$ cat src/rtl/piso_serializer.sv
// Parallel-in/serial-out stage: takes a WIDTH-bit word over valid/ready and shifts it out
// one bit per clock on a registered output, reloading on the last bit for gap-free streaming.
module piso_serializer #(
    parameter int unsigned WIDTH     = 8,
    parameter bit          LSB_FIRST = 1'b1
) (
    input  logic             clk,
    input  logic             rst_n,
    input  logic [WIDTH-1:0] din,
    input  logic             din_valid,
    output logic             din_ready,
    output logic             sout,
    output logic             sout_valid,
    output logic             frame_start,
    output logic             busy
);

    localparam int unsigned CntW = $clog2(WIDTH);

    typedef enum logic [0:0] {StIdle, StShift} state_e;

    state_e            state_q, state_d;
    logic [WIDTH-1:0]  shreg_q, shreg_d;
    logic [CntW-1:0]   cnt_q, cnt_d;
    logic              sout_q, sout_d;
    logic              frame_q, frame_d;
    logic              last_bit;
    logic              xfer;

    always_ff @(posedge clk or negedge rst_n) begin
        if (!rst_n) begin
            state_q <= StIdle;
            shreg_q <= '0;
            cnt_q   <= '0;
            sout_q  <= 1'b0;
            frame_q <= 1'b0;
        end else begin
            state_q <= state_d;
            shreg_q <= shreg_d;
            cnt_q   <= cnt_d;
            sout_q  <= sout_d;
            frame_q <= frame_d;
        end
    end

    always_comb begin
        state_d  = state_q;
        shreg_d  = shreg_q;
        cnt_d    = cnt_q;
        sout_d   = 1'b0;
        frame_d  = 1'b0;

        last_bit = (state_q == StShift) && (cnt_q == '0);
        // Gated by rst_n so ready drops the instant reset asserts.
        din_ready = rst_n && ((state_q == StIdle) || last_bit);
        xfer      = din_valid && din_ready;

        if (xfer) begin
            state_d = StShift;
            shreg_d = din;
            cnt_d   = CntW'(WIDTH - 1);
            sout_d  = LSB_FIRST ? din[0] : din[WIDTH-1];
            frame_d = 1'b1;
        end else if (state_q == StShift) begin
            if (last_bit) begin
                state_d = StIdle;
                shreg_d = '0;
            end else begin
                // The register keeps the bit currently on sout at the shift end, so the
                // next bit is the one that lands there after this shift.
                if (LSB_FIRST) begin
                    shreg_d = shreg_q >> 1;
                    sout_d  = shreg_d[0];
                end else begin
                    shreg_d = shreg_q << 1;
                    sout_d  = shreg_d[WIDTH-1];
                end
                cnt_d = cnt_q - CntW'(1);
            end
        end
    end

    assign sout        = sout_q;
    assign sout_valid  = (state_q == StShift);
    assign busy        = (state_q == StShift);
    assign frame_start = frame_q;

endmodule

$ cat config.mk
export PLATFORM = sky130hd
export DESIGN_NAME = piso_serializer
export DESIGN_NICKNAME = d
export VERILOG_FILES = /design/src/rtl/piso_serializer.sv
export SDC_FILE = /design/constraint.sdc
export NUM_CORES = 1
export LEC_CHECK = 0
export ABC_AREA = 1
export BUFFER_PORTS_ARGS = -buffer_cell sky130_fd_sc_hd__clkbuf_2
export CORE_AREA = 8 8 45 47
export DETAILED_ROUTE_END_ITERATION = 10
export DIE_AREA = 0 0 53 55
export PLACE_DENSITY_LB_ADDON = 0.12
export SLEW_MARGIN = 20
export SYNTH_ARGS = -nofsm -noshare
export SYNTH_HDL_FRONTEND = slang
export SYNTH_SLANG_ARGS = --single-unit
$ cat constraint.sdc
create_clock -name clk -period 1.55 [get_ports clk]
set_clock_uncertainty 0.05 [all_clocks]
set_input_delay 0.2325 -clock clk [delete_from_list [all_inputs] [get_ports clk]]
set_output_delay 0.2325 -clock clk [all_outputs]
set_load 0.1 [all_outputs]
After elaboration in Yosys (flattened, before gate mapping)
Index checks and enable logic that the tools add are counted.
{"block": "classes", "addsub": 1, "mul": 0, "div_mod_pow": 0, "order_cmp": 0, "n_eq_ne": 1, "n_shift": 0, "mux": 13, "n_bitwise": 1, "reduce_logical": 7}
{"op": "8-bit 2-to-1 mux", "count": 2}
{"op": "3-bit 2-to-1 mux", "count": 3}
{"op": "1-bit 2-to-1 mux", "count": 7}
{"op": "7-bit 2-to-1 mux", "count": 1}
{"op": "1-bit logical AND", "count": 3}
{"op": "3-bit logical NOT", "count": 1}
{"op": "3-bit by 1-bit subtractor with 3-bit output (second input constant)", "count": 1}
{"op": "2-bit by 1-bit != test with 1-bit output (second input constant)", "count": 1}
{"op": "2-bit AND reduction", "count": 1}
{"op": "2-bit nonzero test", "count": 1}
{"op": "1-bit logical OR", "count": 1}
{"op": "1-bit inverter", "count": 1}
{"block": "totals", "reg_bits": 14, "latchBits": 0, "ramBits": 0, "mem_bits_ro": 0, "inputBits": 11, "output_inout_bits": 5, "wordCells": 28, "mem_count": 0}

Logic depth before layout (Yosys ltp)
Gate-level depths: netlist of the first run.
{"block": "depth", "depth_word": 7, "mapped_depth": 6, "depth_no_buf": 6}

Worst setup path after synthesis of the first run
No wires, ideal clock.
{"block": "synth_path", "kind": "register to output", "from": "register state_q (netlist: busy)", "to": "output din_ready", "t_arrival_ns": 2.525, "required_time_ns": 1.267, "path_slack_ns": -1.257, "path_stages_with_launch": 4, "path_buffers": 1, "cell_sequence": "dfrtp_1 a21boi_2 buf_4 nor2_1"}
{"block": "synth_between", "elab_chain_len": 3, "word_cells_on_any_way": 4, "cone_classes": "1 x bitwise; 3 x reduce/logical"}
{"item": "from (decl)", "line": "22", "source": "state_e state_q, state_d;"}
{"item": "from (signal assigned)", "line": "32", "source": "state_q <= StIdle;"}
{"item": "from (signal assigned)", "line": "38", "source": "state_q <= state_d;"}
{"item": "1-bit logical AND / 1-bit inverter (equally long branches)", "line": "53, 55"}
{"item": "1-bit logical OR (*)", "line": "55", "source": "din_ready = rst_n && ((state_q == StIdle) || last_bit);"}
{"item": "1-bit logical AND (*)", "line": "55"}
{"item": "to (decl)", "line": "11", "source": "output logic din_ready,"}
Mark *: on every way between the ends. The rest lies on a longest branch, timed or not.

Worst setup path after layout of the first run
{"block": "layout_path", "from": "register cnt_q[0]", "to": "output din_ready"}
{"block": "layout_between", "elab_chain_len": 4}
{"item": "from (decl)", "line": "24", "source": "logic [CntW-1:0] cnt_q, cnt_d;"}
{"item": "from (signal assigned)", "line": "40", "source": "cnt_q <= cnt_d;"}
{"item": "3-bit logical NOT", "line": "53", "source": "last_bit = (state_q == StShift) && (cnt_q == '0);"}
{"item": "1-bit logical AND", "line": "53"}
{"item": "1-bit logical OR", "line": "55"}
{"item": "1-bit logical AND", "line": "55"}
No other way between the ends.

==> impl_metrics.py, run 1 <==
metrics = {
    "critical_path": {
        "timing.critical_path.arrival_ns": 1.24,
        "r2r-start": "cnt_q[0]",
        "path_buf_inv": 2,
        "cpPeakStageDelay_ns": 0.37,
        "end_kind": "output pin",
        "crit_family": "flip-flops",
        "start_kind": "flop",
        "path_class": "reg2out",
        "required_ns": 1.27,
        "worstPathMaxFanout": 2,
        "worst_path_max_delay_cell": "dfrtp_1",
        "rrSetupSlack_ns": 0.23,
        "crit_chain": "inv_2 -> ha_4 -> a21boi_4 -> nor2_4 -> buf_12",
        "timing.rr.end": "cnt_q[1]",
        "ff2ff_path_depth": 7,
    },
    "grt": {
        "antenna_found_initial": 0,
        "grt_pass1_vias": 485,
        "grt_max_degree": 13,
        "grt_overflow": 0,
        "grt_pass1_wl_um": 2200,
        "track_usage_pct": 10.2,
    },
    "worst_hold_path": {
        "hold_class": "in2reg",
        "hold_end": "shreg_q[7]",
        "hold_start": "din[7]",
        "hold_depth": 3,
    },
    "layout": {
        "fin_cells": 108,
        "area_growth_pct": 31.3,
        "final_util_pct": 59.9,
        "fill_cells": 129,
        "final_area_um2": 828,
        "nNetsFinal": 106,
        "antenna_cells": 0,
        "layout-drive-gt1-share_pct": 34.8,
    },
    "synthesis": {
        "syn_area_per_cell_um2": 8.88,
        "synth_top_area_cell": "dfrtp_1",
        "ys_seq_area_share_pct": 51.6,
        "synth_nets": 84,
        "synth_area_um2": 631,
        "synth_cells": 71,
        "ys_warn_count": 0,
        "synth_top_area_share_pct": 51.6,
        "synth_cell_types": 16,
        "ys_ff_latch": 13,
        "ys_top_cells_by_area": "dfrtp_1 (52%), nand2_1 (13%), nand3_1 (7.9%)",
    },
    "die": {
        "start_util_pct": 45.6,
        "core_area_um2": 1380,
        "rows": 14,
        "io_pins": 16,
        "die_w_um": 53,
        "fp.dieArea_um2": 2920,
        "die_h_um": 55,
    },
    "timing": {
        "setup_viol": 0,
        "worst_pin_slew_ns": 0.539,
        "finalCritPeriodShare_pct": 98.3,
        "hold_violations": 0,
        "clock.fmax_mhz": 656,
        "drv_slew": 0,
        "min_period_ns": 1.52,
        "relSlewSlack_pct": 64.2,
        "rsz0062_at_grt": "true",
    },
    "run_status": {
        "status": "finished, final reports clean",
    },
    "routing": {
        "drc": 0,
        "drt-pass1-iter-count": 4,
        "wire_per_inst_um": 12.7,
        "vias": 548,
        "antenna_left": 0,
        "drt_iter0_markers": 15,
        "vias_per_cell": 5.07,
        "totalWireLength_um": 1370,
    },
    "clock_tree": {
        "clock-sinks": 13,
        "cts_root_buf": "clkbuf_4",
        "cts_buffer_depth": 2,
        "clk_pin_slew_ns": 0.08,
        "clk-insertion-delay-late_ns": 0.27,
        "cts_made_buffers": 3,
        "cts_tree": "done",
        "cts_max_level": 1,
    },
    "placement": {
        "dp_cells": 100,
        "gp_congestion": 0.744,
        "place.port_buffers": 15,
        "place_hpwl_um": 953,
        "placed_area_um2": 754,
    },
    "power": {
        "peakVddDrop_mv": 1.37,
        "p_leak_uw": 0.000430,
        "p_per_area_nw_per_um2": 2190,
    },
    "run": {
        "maxCapViolCount": 0,
    },
}
## worst max path at each step
stage          startpoint   endpoint  cells after the start
3_3_place_gp     cnt_q[0]   cnt_q[1]                      7
2_1_floorplan        busy  din_ready                      3
6_report         cnt_q[0]  din_ready                      5
3_5_place_dp     cnt_q[0]   cnt_q[1]                      7
4_1_cts              busy  din_ready                      3
5_1_grt          cnt_q[0]  din_ready                      5
## per-layer routing
layer	track usage, %	share of wire [%]	vias up
met5	0	0	-
met4	6.47	2.3	0
met3	2.94	7.7	5
met2	15.0	45	14
met1	12.8	45	252
li1	-	-	277
## synthesized netlist by cell type
| master | count |
|---|---|
| nand3_4 | 1 |
| nand4_1 | 6 |
| a21boi_2 | 1 |
| clkbuf_2 | 1 |
| dfrtp_1 | 13 |
| buf_4 | 2 |
| o21ai_0 | 3 |
| inv_1 | 6 |
| nand2_1 | 21 |
| buf_2 | 1 |
| a21oi_2 | 1 |
| inv_2 | 1 |
| nand3_1 | 10 |
| nor2_1 | 1 |
| ha_1 | 2 |
| nand2_2 | 1 |
## metrics by stage
step | hold slack, ns | setup slack (ns) | power (uW) | TNS, ns
after floorplan | -0.113 | -0.171 | 1360 | -0.171
after global placement | 0.0546 | 0.180 | 1530 | 0
after detailed placement | 0.0533 | 0.146 | 1540 | 0
after CTS | 0.126 | 0.000717 | 1830 | 0
after global routing | 0.144 | -0.0295 | 1940 | -0.0295
final | 0.129 | 0.0264 | 1820 | 0
## logic make-up (layout without fill, tap and decap cells)
logic type,after synthesis,in the layout,share of synthesized area (%)
AOI/OAI and AO/OA,5,5,5.55
buffers and inverters,11,32,8.13
adders and majority gates,2,2,3.97
and+or+nand+nor,40,40,30.8
DFF,13,13,51.6
## where the power goes
group | internal, uW | total, uW | switching [uW]
registers | 481 | 565 | 84.5
logic | 320 | 1040 | 721
clock network | 99.8 | 210 | 110
total | 901 | 1820 | 915
## what timing repair did
item / 4_1_cts / 5_1_grt
hold endpoints to repair: 5 / 0
buffers inserted: 2 / 0
pin swaps: 1 / 2
endpoints found under the setup margin: 1 / 1
hold buffers: 2 / 0
resized for setup: 4 / 0
## cells in the final DEF, fill, tap and decap left out
cell type / n
buf_12: 1
clkbuf_2: 12
dfrtp_4: 1
dlygate4sd3_1: 2
clkbuf_1: 1
nand3_4: 1
ha_1: 1
o21ai_0: 3
buf_4: 6
ha_4: 1
a21boi_4: 1
clkbuf_4: 3
a21oi_2: 1
dfrtp_1: 12
nand2_2: 1
nand3_1: 10
nor2_4: 1
inv_2: 3
nand2_1: 21
inv_1: 4
nand4_1: 6
## sequential cells by signal, indices dropped and copies added, names as in the netlist
| register | count |
|---|---|
| frame_start | 1 |
| sout | 1 |
| cnt_q | 3 |
| shreg_q | 7 |
| busy | 1 |
## worst reg2reg max path, cell delays in order (launching register included)
cell and delay (ns):
dfrtp_1 0.37, inv_2 0.06, ha_4 0.16, a21boi_4 0.16
buf_4 0.20, nand2_1 0.06, o21ai_0 0.08, nand2_1 0.07
## final cells by class
class | count | area, um^2 | share of cell area [%]
flip-flops and latches | 13 | 329 | 39.7
multi-input cells | 47 | 282 | 34.0
repair buffers | 21 | 145 | 17.5
clock buffers | 4 | 26.3 | 3.17
inverters | 7 | 26.3 | 3.17
well taps | 16 | 20.0 | 2.42
(Power assumes the default switching activity.)
==> run 2: changes to the inputs <==
Settings changed: PLACE_DENSITY set to 0.72, PLACE_DENSITY_LB_ADDON 0.12 to unset.
==> impl_metrics.py, run 2 (synthesized netlist as in run 1, its figures left out) <==
metrics = {
    "run_status": {
        "status": "finished, final reports clean",
    },
    "layout": {
        "layout-drive-gt1-share_pct": 35.5,
        "area_growth_pct": 32.5,
        "final_cell_mix": "nand2_1 (21), dfrtp_1 (12), clkbuf_2 (12)",
        "final_common_cell": "nand2_1",
        "regArea_um2": 329,
        "antenna_cells": 0,
        "nNetsFinal": 107,
        "fill_cells": 115,
        "final_util_pct": 60.4,
        "reg.largest.list": "shreg_q x7, cnt_q x3",
        "largest-register": "shreg_q",
        "largest_reg_flops": 7,
        "multi_input_area_um2": 282,
    },
    "timing": {
        "finalCritPeriodShare_pct": 98.3,
        "rsz0062_at_grt": "true",
        "min_period_ns": 1.52,
        "tns_ns": 0,
        "drv_slew": 0,
        "worst_pin_slew_ns": 0.541,
        "hold_violations": 0,
        "setup_viol": 0,
        "setup_slack_ns": 0.0256,
        "clock.fmax_mhz": 656,
        "relSlewSlack_pct": 64.1,
    },
    "power": {
        "peakVddDrop_mv": 1.10,
        "p_leak_uw": 0.000435,
        "p_per_area_nw_per_um2": 2180,
    },
    "clock_tree": {
        "cts_root_buf": "clkbuf_4",
        "cts_tree": "done",
        "cts_max_level": 1,
        "clock-sinks": 13,
        "cts_buffer_depth": 2,
        "clk_pin_slew_ns": 0.08,
        "clk-insertion-delay-late_ns": 0.28,
        "cts_made_buffers": 3,
    },
    "worst_hold_path": {
        "hold_start": "din[7]",
        "hold_class": "in2reg",
        "hold_end": "shreg_q[7]",
        "hold_depth": 3,
    },
    "critical_path": {
        "required_ns": 1.27,
        "start_kind": "flop",
        "ff2ff_path_depth": 8,
        "path_class": "reg2out",
        "end_kind": "output pin",
        "rrSetupSlack_ns": 0.14,
        "timing.critical_path.arrival_ns": 1.24,
        "worst_path_max_delay_cell": "dfrtp_1",
        "r2r-start": "cnt_q[0]",
        "worstPathMaxFanout": 2,
        "path_buf_inv": 2,
        "crit_family": "flip-flops",
        "crit_chain": "inv_2 -> ha_4 -> a21boi_4 -> nor2_4 -> buf_12",
        "cpPeakStageDelay_ns": 0.37,
        "timing.rr.end": "cnt_q[1]",
    },
    "run": {
        "maxCapViolCount": 0,
    },
    "die": {
        "die_h_um": 55,
        "io_pins": 16,
        "start_util_pct": 45.6,
        "die_w_um": 53,
        "fp.dieArea_um2": 2920,
        "rows": 14,
        "core_area_um2": 1380,
    },
    "routing": {
        "vias": 542,
        "wire_per_inst_um": 12.2,
        "vias_per_cell": 4.97,
        "totalWireLength_um": 1330,
        "drt-pass1-iter-count": 4,
        "drt_iter0_markers": 8,
        "drc": 0,
        "antenna_left": 0,
    },
    "placement": {
        "place_hpwl_um": 952,
        "place.port_buffers": 15,
        "pre_cts_slack_ns": 0.132,
        "gp_congestion": 0.752,
    },
    "grt": {
        "grt_pass1_vias": 545,
        "track_usage_pct": 10.5,
        "grt_max_degree": 11,
        "grt_overflow": 0,
        "grt_pass1_wl_um": 2240,
        "antenna_found_initial": 0,
    },
}
==> run 2: repair_timing <==
action | 4_1_cts | 5_1_grt
buffers inserted | 2 | 0
gates resized for setup | 4 | 0
setup endpoints to repair | 1 | 1
hold endpoints to repair | 8 | 0
hold buffers | 2 | 0
pin swaps | 3 | 1
==> run 2: how the worst max path moves through the flow <==
stage,cells past startpoint,startpoint,slack [ns],to
floorplan,3,busy,-0.17,din_ready
global placement,7,cnt_q[0],0.18,cnt_q[1]
detailed placement,7,cnt_q[0],0.13,cnt_q[1]
CTS,5,cnt_q[1],0.02,din_ready
global route,5,cnt_q[1],-0.03,din_ready
finish,5,cnt_q[0],0.03,din_ready
==> run 2: stage by stage <==
step | power, uW | std cells | instance area [um^2] | hold WS, ns
global placement | 1530 | 101 | 762 | 0.0447
finish | 1820 | 109 | 836 | 0.123
detailed placement | 1540 | 101 | 762 | 0.0488
CTS | 1840 | 109 | 836 | 0.115
floorplan | 1360 | 71 | 653 | -0.113
global route | 1960 | 109 | 836 | 0.128
==> run 2: tightest hold or removal path, cell delays in order <==
cell and delay [ns]:
clkbuf_2 0.08, inv_1 0.03, o21ai_0 0.07
==> run 2: layout make-up <==
class                   count  area share, %
inverters                   7           3.14
well taps                  16           2.40
repair buffers             22           18.3
multi-input cells          47           33.7
clock buffers               4           3.14
flip-flops and latches     13           39.4
==> run 2: per-layer routing <==
metal	vias up	wire length, um	global-route usage (%)	share of wire [%]
met1	249	644	11.9	49
met3	3	83	3.48	6.3
met5	-	0	0	0
met2	13	569	16.8	43
li1	277	-	-	-
met4	0	29	6.47	2.2
==> run 2: where the power goes <==
group	total [uW]	switching (uW)	internal, uW
clock	212	112	100
combinational	1040	715	325
sequential	571	89.8	481
